--- src/rtl/game_screen_ctrl_if.sv ---
// Bus between the keyboard/video side and the game-screen controller.
// The master drives key, frame, death and pixel inputs; the slave returns the screen state and banner overlay.
interface game_screen_ctrl_if #(
    parameter int ADDR_W = 18
);
    logic [7:0]        keycode;
    logic              Frame_Tick;
    logic              Player_Dead;
    logic [8:0]        PixelX;
    logic [8:0]        PixelY;
    logic [1:0]        Screen_State;
    logic              Game_Run;
    logic              is_obj;
    logic [ADDR_W-1:0] Obj_address;

    modport master (
        output keycode, Frame_Tick, Player_Dead, PixelX, PixelY,
        input  Screen_State, Game_Run, is_obj, Obj_address
    );

    modport slave (
        input  keycode, Frame_Tick, Player_Dead, PixelX, PixelY,
        output Screen_State, Game_Run, is_obj, Obj_address
    );
endinterface

--- src/rtl/game_screen_ctrl.sv ---
// Game-screen flow FSM (START/PLAYING/PAUSED/OVER) with a registered banner overlay from one packed ROM.
// Define GAME_SCREEN_BLINK_EN to blink the START and OVER banners every BLINK_FRAMES frames.
//
// state    | meaning
// ---------+--------------------------------------------
// ST_START | title banner shown, waiting for start key
// ST_PLAY  | game running, no banner
// ST_PAUSE | pause banner shown, pause/start resumes
// ST_OVER  | game-over banner shown, restart key -> START
module game_screen_ctrl #(
    parameter int W            = 180,
    parameter int H            = 30,
    parameter int X_CENTER     = 160,
    parameter int Y_CENTER     = 80,
    parameter int ADDR_W       = 18,
    parameter int KEY_START    = 44,
    parameter int KEY_PAUSE    = 19,
    parameter int KEY_RESTART  = 40,
    parameter int BLINK_FRAMES = 30
) (
    input  logic              Clk,
    input  logic              Reset_n,
    game_screen_ctrl_if.slave bus
);

    localparam logic [1:0] ST_START = 2'd0;
    localparam logic [1:0] ST_PLAY  = 2'd1;
    localparam logic [1:0] ST_PAUSE = 2'd2;
    localparam logic [1:0] ST_OVER  = 2'd3;

    localparam logic [8:0] XPOS = 9'(X_CENTER - W / 2);
    localparam logic [8:0] YPOS = 9'(Y_CENTER - H / 2);
    localparam logic [9:0] XEND = {1'b0, XPOS} + 10'(W);
    localparam logic [9:0] YEND = {1'b0, YPOS} + 10'(H);

    localparam logic [7:0] K_START   = 8'(KEY_START);
    localparam logic [7:0] K_PAUSE   = 8'(KEY_PAUSE);
    localparam logic [7:0] K_RESTART = 8'(KEY_RESTART);

    logic [1:0]        state;
    logic [1:0]        state_next;
    logic [7:0]        key_prev;
    logic              ev_start;
    logic              ev_pause;
    logic              ev_restart;
    logic              hit;
    logic              banner_off;
    logic [1:0]        idx;
    logic [8:0]        dx;
    logic [8:0]        dy;
    logic [ADDR_W-1:0] addr_calc;

    // A key counts only on the cycle it first appears; code 0 is "no key".
    assign ev_start   = (bus.keycode != 8'd0) && (bus.keycode == K_START)   && (key_prev != K_START);
    assign ev_pause   = (bus.keycode != 8'd0) && (bus.keycode == K_PAUSE)   && (key_prev != K_PAUSE);
    assign ev_restart = (bus.keycode != 8'd0) && (bus.keycode == K_RESTART) && (key_prev != K_RESTART);

    always_comb begin
        state_next = state;
        case (state)
            ST_START: if (ev_start) state_next = ST_PLAY;
            ST_PLAY: begin
                if (bus.Player_Dead)  state_next = ST_OVER;
                else if (ev_pause)    state_next = ST_PAUSE;
            end
            ST_PAUSE: if (ev_pause || ev_start) state_next = ST_PLAY;
            ST_OVER:  if (ev_restart) state_next = ST_START;
            default:  state_next = ST_START;
        endcase
    end

    always_ff @(posedge Clk or negedge Reset_n) begin
        if (!Reset_n) begin
            state    <= ST_START;
            key_prev <= 8'd0;
        end else begin
            state    <= state_next;
            key_prev <= bus.keycode;
        end
    end

    assign bus.Screen_State = state;
    assign bus.Game_Run     = (state == ST_PLAY);

`ifdef GAME_SCREEN_BLINK_EN
    logic [7:0] blink_cnt;
    logic       blink_hidden;

    always_ff @(posedge Clk or negedge Reset_n) begin
        if (!Reset_n) begin
            blink_cnt    <= 8'd0;
            blink_hidden <= 1'b0;
        end else if (state_next != state) begin
            blink_cnt    <= 8'd0;
            blink_hidden <= 1'b0;
        end else if (bus.Frame_Tick) begin
            if (blink_cnt == 8'(BLINK_FRAMES - 1)) begin
                blink_cnt    <= 8'd0;
                blink_hidden <= ~blink_hidden;
            end else begin
                blink_cnt <= blink_cnt + 8'd1;
            end
        end
    end

    // The pause banner stays solid so a paused game is always obvious.
    assign banner_off = blink_hidden && ((state == ST_START) || (state == ST_OVER));
`else
    logic unused_frame_tick;
    assign unused_frame_tick = bus.Frame_Tick;
    assign banner_off        = 1'b0;
`endif

    always_comb begin
        idx = 2'd0;
        case (state)
            ST_PAUSE: idx = 2'd1;
            ST_OVER:  idx = 2'd2;
            default:  idx = 2'd0;
        endcase
    end

    assign dx  = bus.PixelX - XPOS;
    assign dy  = bus.PixelY - YPOS;
    assign hit = ({1'b0, bus.PixelX} >= {1'b0, XPOS}) && ({1'b0, bus.PixelX} < XEND) &&
                 ({1'b0, bus.PixelY} >= {1'b0, YPOS}) && ({1'b0, bus.PixelY} < YEND) &&
                 (state != ST_PLAY) && !banner_off;

    // Banners sit back to back in the ROM, W*H words each, indexed by screen.
    assign addr_calc = ADDR_W'(idx) * ADDR_W'(W * H) + ADDR_W'(dy) * ADDR_W'(W) + ADDR_W'(dx);

    always_ff @(posedge Clk or negedge Reset_n) begin
        if (!Reset_n) begin
            bus.is_obj      <= 1'b0;
            bus.Obj_address <= '0;
        end else begin
            bus.is_obj      <= hit;
            bus.Obj_address <= hit ? addr_calc : '0;
        end
    end

endmodule

--- src/flat_wrapper.sv ---
// flat-port wrapper written by rule: the top's interface ports become plain ports
module game_screen_ctrl_flat 
#(
    parameter int W            = 180,
    parameter int H            = 30,
    parameter int X_CENTER     = 160,
    parameter int Y_CENTER     = 80,
    parameter int ADDR_W       = 18,
    parameter int KEY_START    = 44,
    parameter int KEY_PAUSE    = 19,
    parameter int KEY_RESTART  = 40,
    parameter int BLINK_FRAMES = 30
)
  (Clk, Reset_n, bus_keycode, bus_Frame_Tick, bus_Player_Dead, bus_PixelX, bus_PixelY, bus_Screen_State, bus_Game_Run, bus_is_obj, bus_Obj_address);
  game_screen_ctrl_if #(.ADDR_W(ADDR_W)) bus_i ();
  input  logic Clk;
  input  logic Reset_n;
  input wire logic [$bits(bus_i.keycode)-1:0] bus_keycode;
  input wire logic [$bits(bus_i.Frame_Tick)-1:0] bus_Frame_Tick;
  input wire logic [$bits(bus_i.Player_Dead)-1:0] bus_Player_Dead;
  input wire logic [$bits(bus_i.PixelX)-1:0] bus_PixelX;
  input wire logic [$bits(bus_i.PixelY)-1:0] bus_PixelY;
  output wire logic [$bits(bus_i.Screen_State)-1:0] bus_Screen_State;
  output wire logic [$bits(bus_i.Game_Run)-1:0] bus_Game_Run;
  output wire logic [$bits(bus_i.is_obj)-1:0] bus_is_obj;
  output wire logic [$bits(bus_i.Obj_address)-1:0] bus_Obj_address;
  assign bus_i.keycode = bus_keycode;
  assign bus_i.Frame_Tick = bus_Frame_Tick;
  assign bus_i.Player_Dead = bus_Player_Dead;
  assign bus_i.PixelX = bus_PixelX;
  assign bus_i.PixelY = bus_PixelY;
  assign bus_Screen_State = bus_i.Screen_State;
  assign bus_Game_Run = bus_i.Game_Run;
  assign bus_is_obj = bus_i.is_obj;
  assign bus_Obj_address = bus_i.Obj_address;
  game_screen_ctrl #(.W(W), .H(H), .X_CENTER(X_CENTER), .Y_CENTER(Y_CENTER), .ADDR_W(ADDR_W), .KEY_START(KEY_START), .KEY_PAUSE(KEY_PAUSE), .KEY_RESTART(KEY_RESTART), .BLINK_FRAMES(BLINK_FRAMES)) u_core (.Clk(Clk), .Reset_n(Reset_n), .bus(bus_i));
endmodule
--- config.mk ---
export PLATFORM = sky130hd
export DESIGN_NAME = game_screen_ctrl_flat
export DESIGN_NICKNAME = d
export VERILOG_FILES = /design/src/rtl/game_screen_ctrl_if.sv /design/src/rtl/game_screen_ctrl.sv /design/src/flat_wrapper.sv
export SDC_FILE = /design/constraint.sdc
export NUM_CORES = 1
export LEC_CHECK = 0
export CELL_PAD_IN_SITES_DETAIL_PLACEMENT = 0
export CELL_PAD_IN_SITES_GLOBAL_PLACEMENT = 1
export CORE_ASPECT_RATIO = 0.6
export CORE_MARGIN = 5
export CORE_UTILIZATION = 35
export DETAILED_ROUTE_END_ITERATION = 12
export PLACE_DENSITY_LB_ADDON = 0.05
export RECOVER_POWER = 100
export SYNTH_ARGS = -nofsm -noshare
export SYNTH_HDL_FRONTEND = slang
export SYNTH_SLANG_ARGS = --single-unit
--- constraint.sdc ---
create_clock -name Clk -period 3.13 [get_ports Clk]
set_clock_uncertainty 0.1 [all_clocks]
set_input_delay 0.626 -clock Clk [delete_from_list [all_inputs] [get_ports Clk]]
set_output_delay 0.626 -clock Clk [all_outputs]
set_load 0.02 [all_outputs]
==> run metrics <==
fraction of registers with async set/reset 100%; placed cell count ~600; # setup viols final 12; Least-Margin Pin Slew roughly 1600 ps; switching power total roughly 2400 uW; ANT nets after route 0; clock sinks 29; hold buffer count at CTS 0; number of distinct library cells after synthesis 47; crit path kind primary input to register; Initial Util ~37%; Ys Warns 0; worst ir drop on vdd 0.000821 V; DRC viols 0; Placeable Area 8690 um^2; Mapped Cells 357; die width about 130 um; Layout area overhead 71.7%; num ports 52; CTS tree built; grt ovf 0; layout cell share with drive strength beyond 1 between 40% and 50%; Max FO, Critical Path 3; Total Power ~5700 uW; failing checks max-capacitance violations, max-slew violations, negative setup slack; Slew Viols, Final 30; first-pass GRT wire length 15500 um; syn_nets roughly 450; Nets approximately 600; antenna cells 0; Max Freq around 0.2 GHz; Root Buffer clkbuf_16; largest area contributor in the netlist dfrtp_1; Core Rows 26; post-synthesis adder-cell area fraction 29.5%; WHS about 530 ps; drt via density roughly 4.8; status finished, violations left; Setup WS post-layout -1880 ps; EDFF count, synth 0; Post-Synth Simple-Gate Area ~15%; period utilization 160%; met2 routed wirelength 3900 um; pre-CTS setup slack -2670 ps; Req. time, crit path 3180 ps; Synth top area share a little under a quarter; RSZ-0062 raised after global routing yes; Avg Synthesized Cell Area between 8 and 9 um^2; Tmin final 5010 ps; DIE AREA 11200 um^2; top post-synthesis cells by area dfrtp_1 23%, ha_1 20%, fa_1 9.4%; H-tree depth 2; largest family of logic cells by synthesized area adder cells; uppermost routed layer met4; most frequent cell after synthesis inv_1; Cell Chain, Critical Path dlygate4sd3_1 -> a21oi_4 -> xor2_4 -> ha_4 -> fa_1 -> inv_1 -> fa_1 -> inv_2 -> ha_4 -> o21a_4 -> buf_4 -> buf_4 -> a21oi_2 -> ha_1 -> ha_4 -> nand4_1 -> nor3_2 -> a22oi_2 -> a21oi_2 -> a21o_1 -> a21oi_1; Port Buffers 50; Slew headroom -7.67%; Leak between 0.002 and 0.003 uW; number of global-route vias before repair ~3200; Worst-Skew Late Latency 270 ps; via count 3051; XOR/XNOR Fraction of Synth Area a little under a tenth; CTS max path bufs 2; final wirelength about 9200 um; pin count of the biggest net entering global routing 30; multiplexer share of the synthesized area 0%; total CTS buffers 5; Min-Delay Path Class register to register; wire length on met3 ~450 um; CP most frequent cell ha_4; Clock power frac under 10%; CP max stage delay approximately 590 ps; Worst path slowest cell dlygate4sd3_1; DRT Pass-1 Iters 4; die height roughly 84 um; Top FF cell, synth dfrtp_1; GP Congestion 0.804; Compound-Gate Fraction of Synth Area 15.7%; arrival time worst endpoint slightly above 5000 ps; Fin. Hold Viols 0; synth cell count leaders 54 x inv_1, 51 x ha_1, 29 x dfrtp_1; antenna violations before repair 0; gr usage total about 17%; share of the yosys chip area belonging to registers between 20 and 25%; Critical Path End Type register; Sw Share around 43%; Comb power frac 83.9%; sequential share of power 7.3%; Cell Area, Synth roughly 3200 um^2; synthesized flop and latch total 29; 1st-iter DRT viols approximately 110; Max-Cap Viols 1; Detailed Place HPWL 7360 um; post-detailed-route wirelength per cell approximately 15 um; cell area power density 1040 nW/um^2; startpoint types primary input; Pint approximately 3200 uW; M1 wire length around 4900 um; Final Instance Count excl. Fillers ~630; Reg clk slew, reported paths 50 ps
-- worst max-delay path, delay by kind of cell --
family                   cells  cell delay, ps
AO/OA/AOI/OAI                7             900
XOR/XNOR                     1             220
adder cells (fa/ha/maj)      6            2030
buffers and inverters        5             950
AND/OR/NAND/NOR              2             330
-- routing by layer --
| layer | global-route usage, % | vias up |
|---|---|---|
| met1 | 25.9 | 1440 |
| met2 | 24.3 | 57 |
| met4 | 1.40 | 0 |
| li1 | - | 1552 |
| met3 | 4.22 | 2 |
| met5 | 0 | - |
-- metrics by stage --
step	TNS, ps	cell area (um^2)	util (%)
detailed placement	-28420	4800	55.3
finish	-18350	5460	62.9
global placement	-28210	4800	55.3
CTS	-18740	5170	59.5
floorplan	-14920	3480	-
global route	-20510	5460	62.9
-- repair_timing --
item                                    in CTS  in global routing
pin swaps                                   28                 40
buffers inserted                             5                  9
endpoints found under the setup margin      14                 13
gates resized for setup                     51                 45
-- cell usage in the layout, fill, tap and decap left out, types with 4 or more instances in the layout --
| master | count |
|---|---|
| clkbuf_16 | 5 |
| buf_4 | 99 |
| nor2_1 | 23 |
| nor3_1 | 9 |
| nand2b_1 | 4 |
| inv_2 | 9 |
| a21o_1 | 8 |
| a21oi_1 | 9 |
| nand2_1 | 14 |
| clkdlybuf4s50_1 | 11 |
| fa_1 | 13 |
| xnor2_2 | 4 |
| o21bai_1 | 4 |
| o21ai_0 | 5 |
| inv_1 | 43 |
| buf_6 | 9 |
| xor2_2 | 4 |
| xor2_1 | 9 |
| nand4_1 | 4 |
| or3_1 | 4 |
| a211oi_1 | 5 |
| ha_1 | 30 |
| o21ai_2 | 5 |
| dfrtp_1 | 29 |
| xnor2_1 | 13 |
| a21oi_2 | 10 |
| ha_4 | 21 |
| dlygate4sd3_1 | 32 |
-- cell families after synthesis --
kind of cell / Yosys count
AOI/OAI and AO/OA: 76
buffers and inverters: 57
xor gates and xnor gates: 34
and+or+nand+nor: 95
DFF: 29
adders and majority gates: 66
-- sequential cells by signal (all words and copies together) (netlist names) --
name                     cells
u_core.bus.Obj_address      18
u_core.bus.Screen_State      2
u_core.bus.is_obj            1
u_core.key_prev              8
-- final timing paths --
kind,startpoint,endpoint,slack [ps],cells past startpoint
worst max-delay path,bus_PixelY[7],u_core.bus.Obj_address[16],-1880,21
worst min-delay path,u_core.bus.Screen_State[0],u_core.bus.Screen_State[0],530,2
worst max register to register,u_core.bus.Screen_State[1],u_core.bus.Obj_address[13],-140,12
worst min register to register,u_core.bus.Screen_State[0],u_core.bus.Screen_State[0],530,2
max in group asynchronous,Reset_n,u_core.bus.Obj_address[0],790,2
min in group asynchronous,Reset_n,u_core.bus.Obj_address[1],1190,2
-- power by group through the flow --
stage                     clock network, uW  registers [uW]  logic, uW
after global placement                    0             417       3920
after floorplan                           0             448       2510
after global routing                    532             414       5280
after detailed placement                  0             417       3970
after CTS                               509             412       4380
final                                   499             412       4760
-- cell type report --
| type | instances | area [um^2] |
|---|---|---|
| Multi-Input combinational cell | 271 | 2890 |
| Clock buffer | 7 | 153 |
| Clock inverter | 1 | 5.00 |
| Sequential cell | 29 | 726 |
| Tap cell | 112 | 140 |
| Fill cell | 730 | 3220 |
| Timing Repair Buffer | 158 | 1320 |
| Inverter | 54 | 231 |
(Power assumes the default switching activity.)
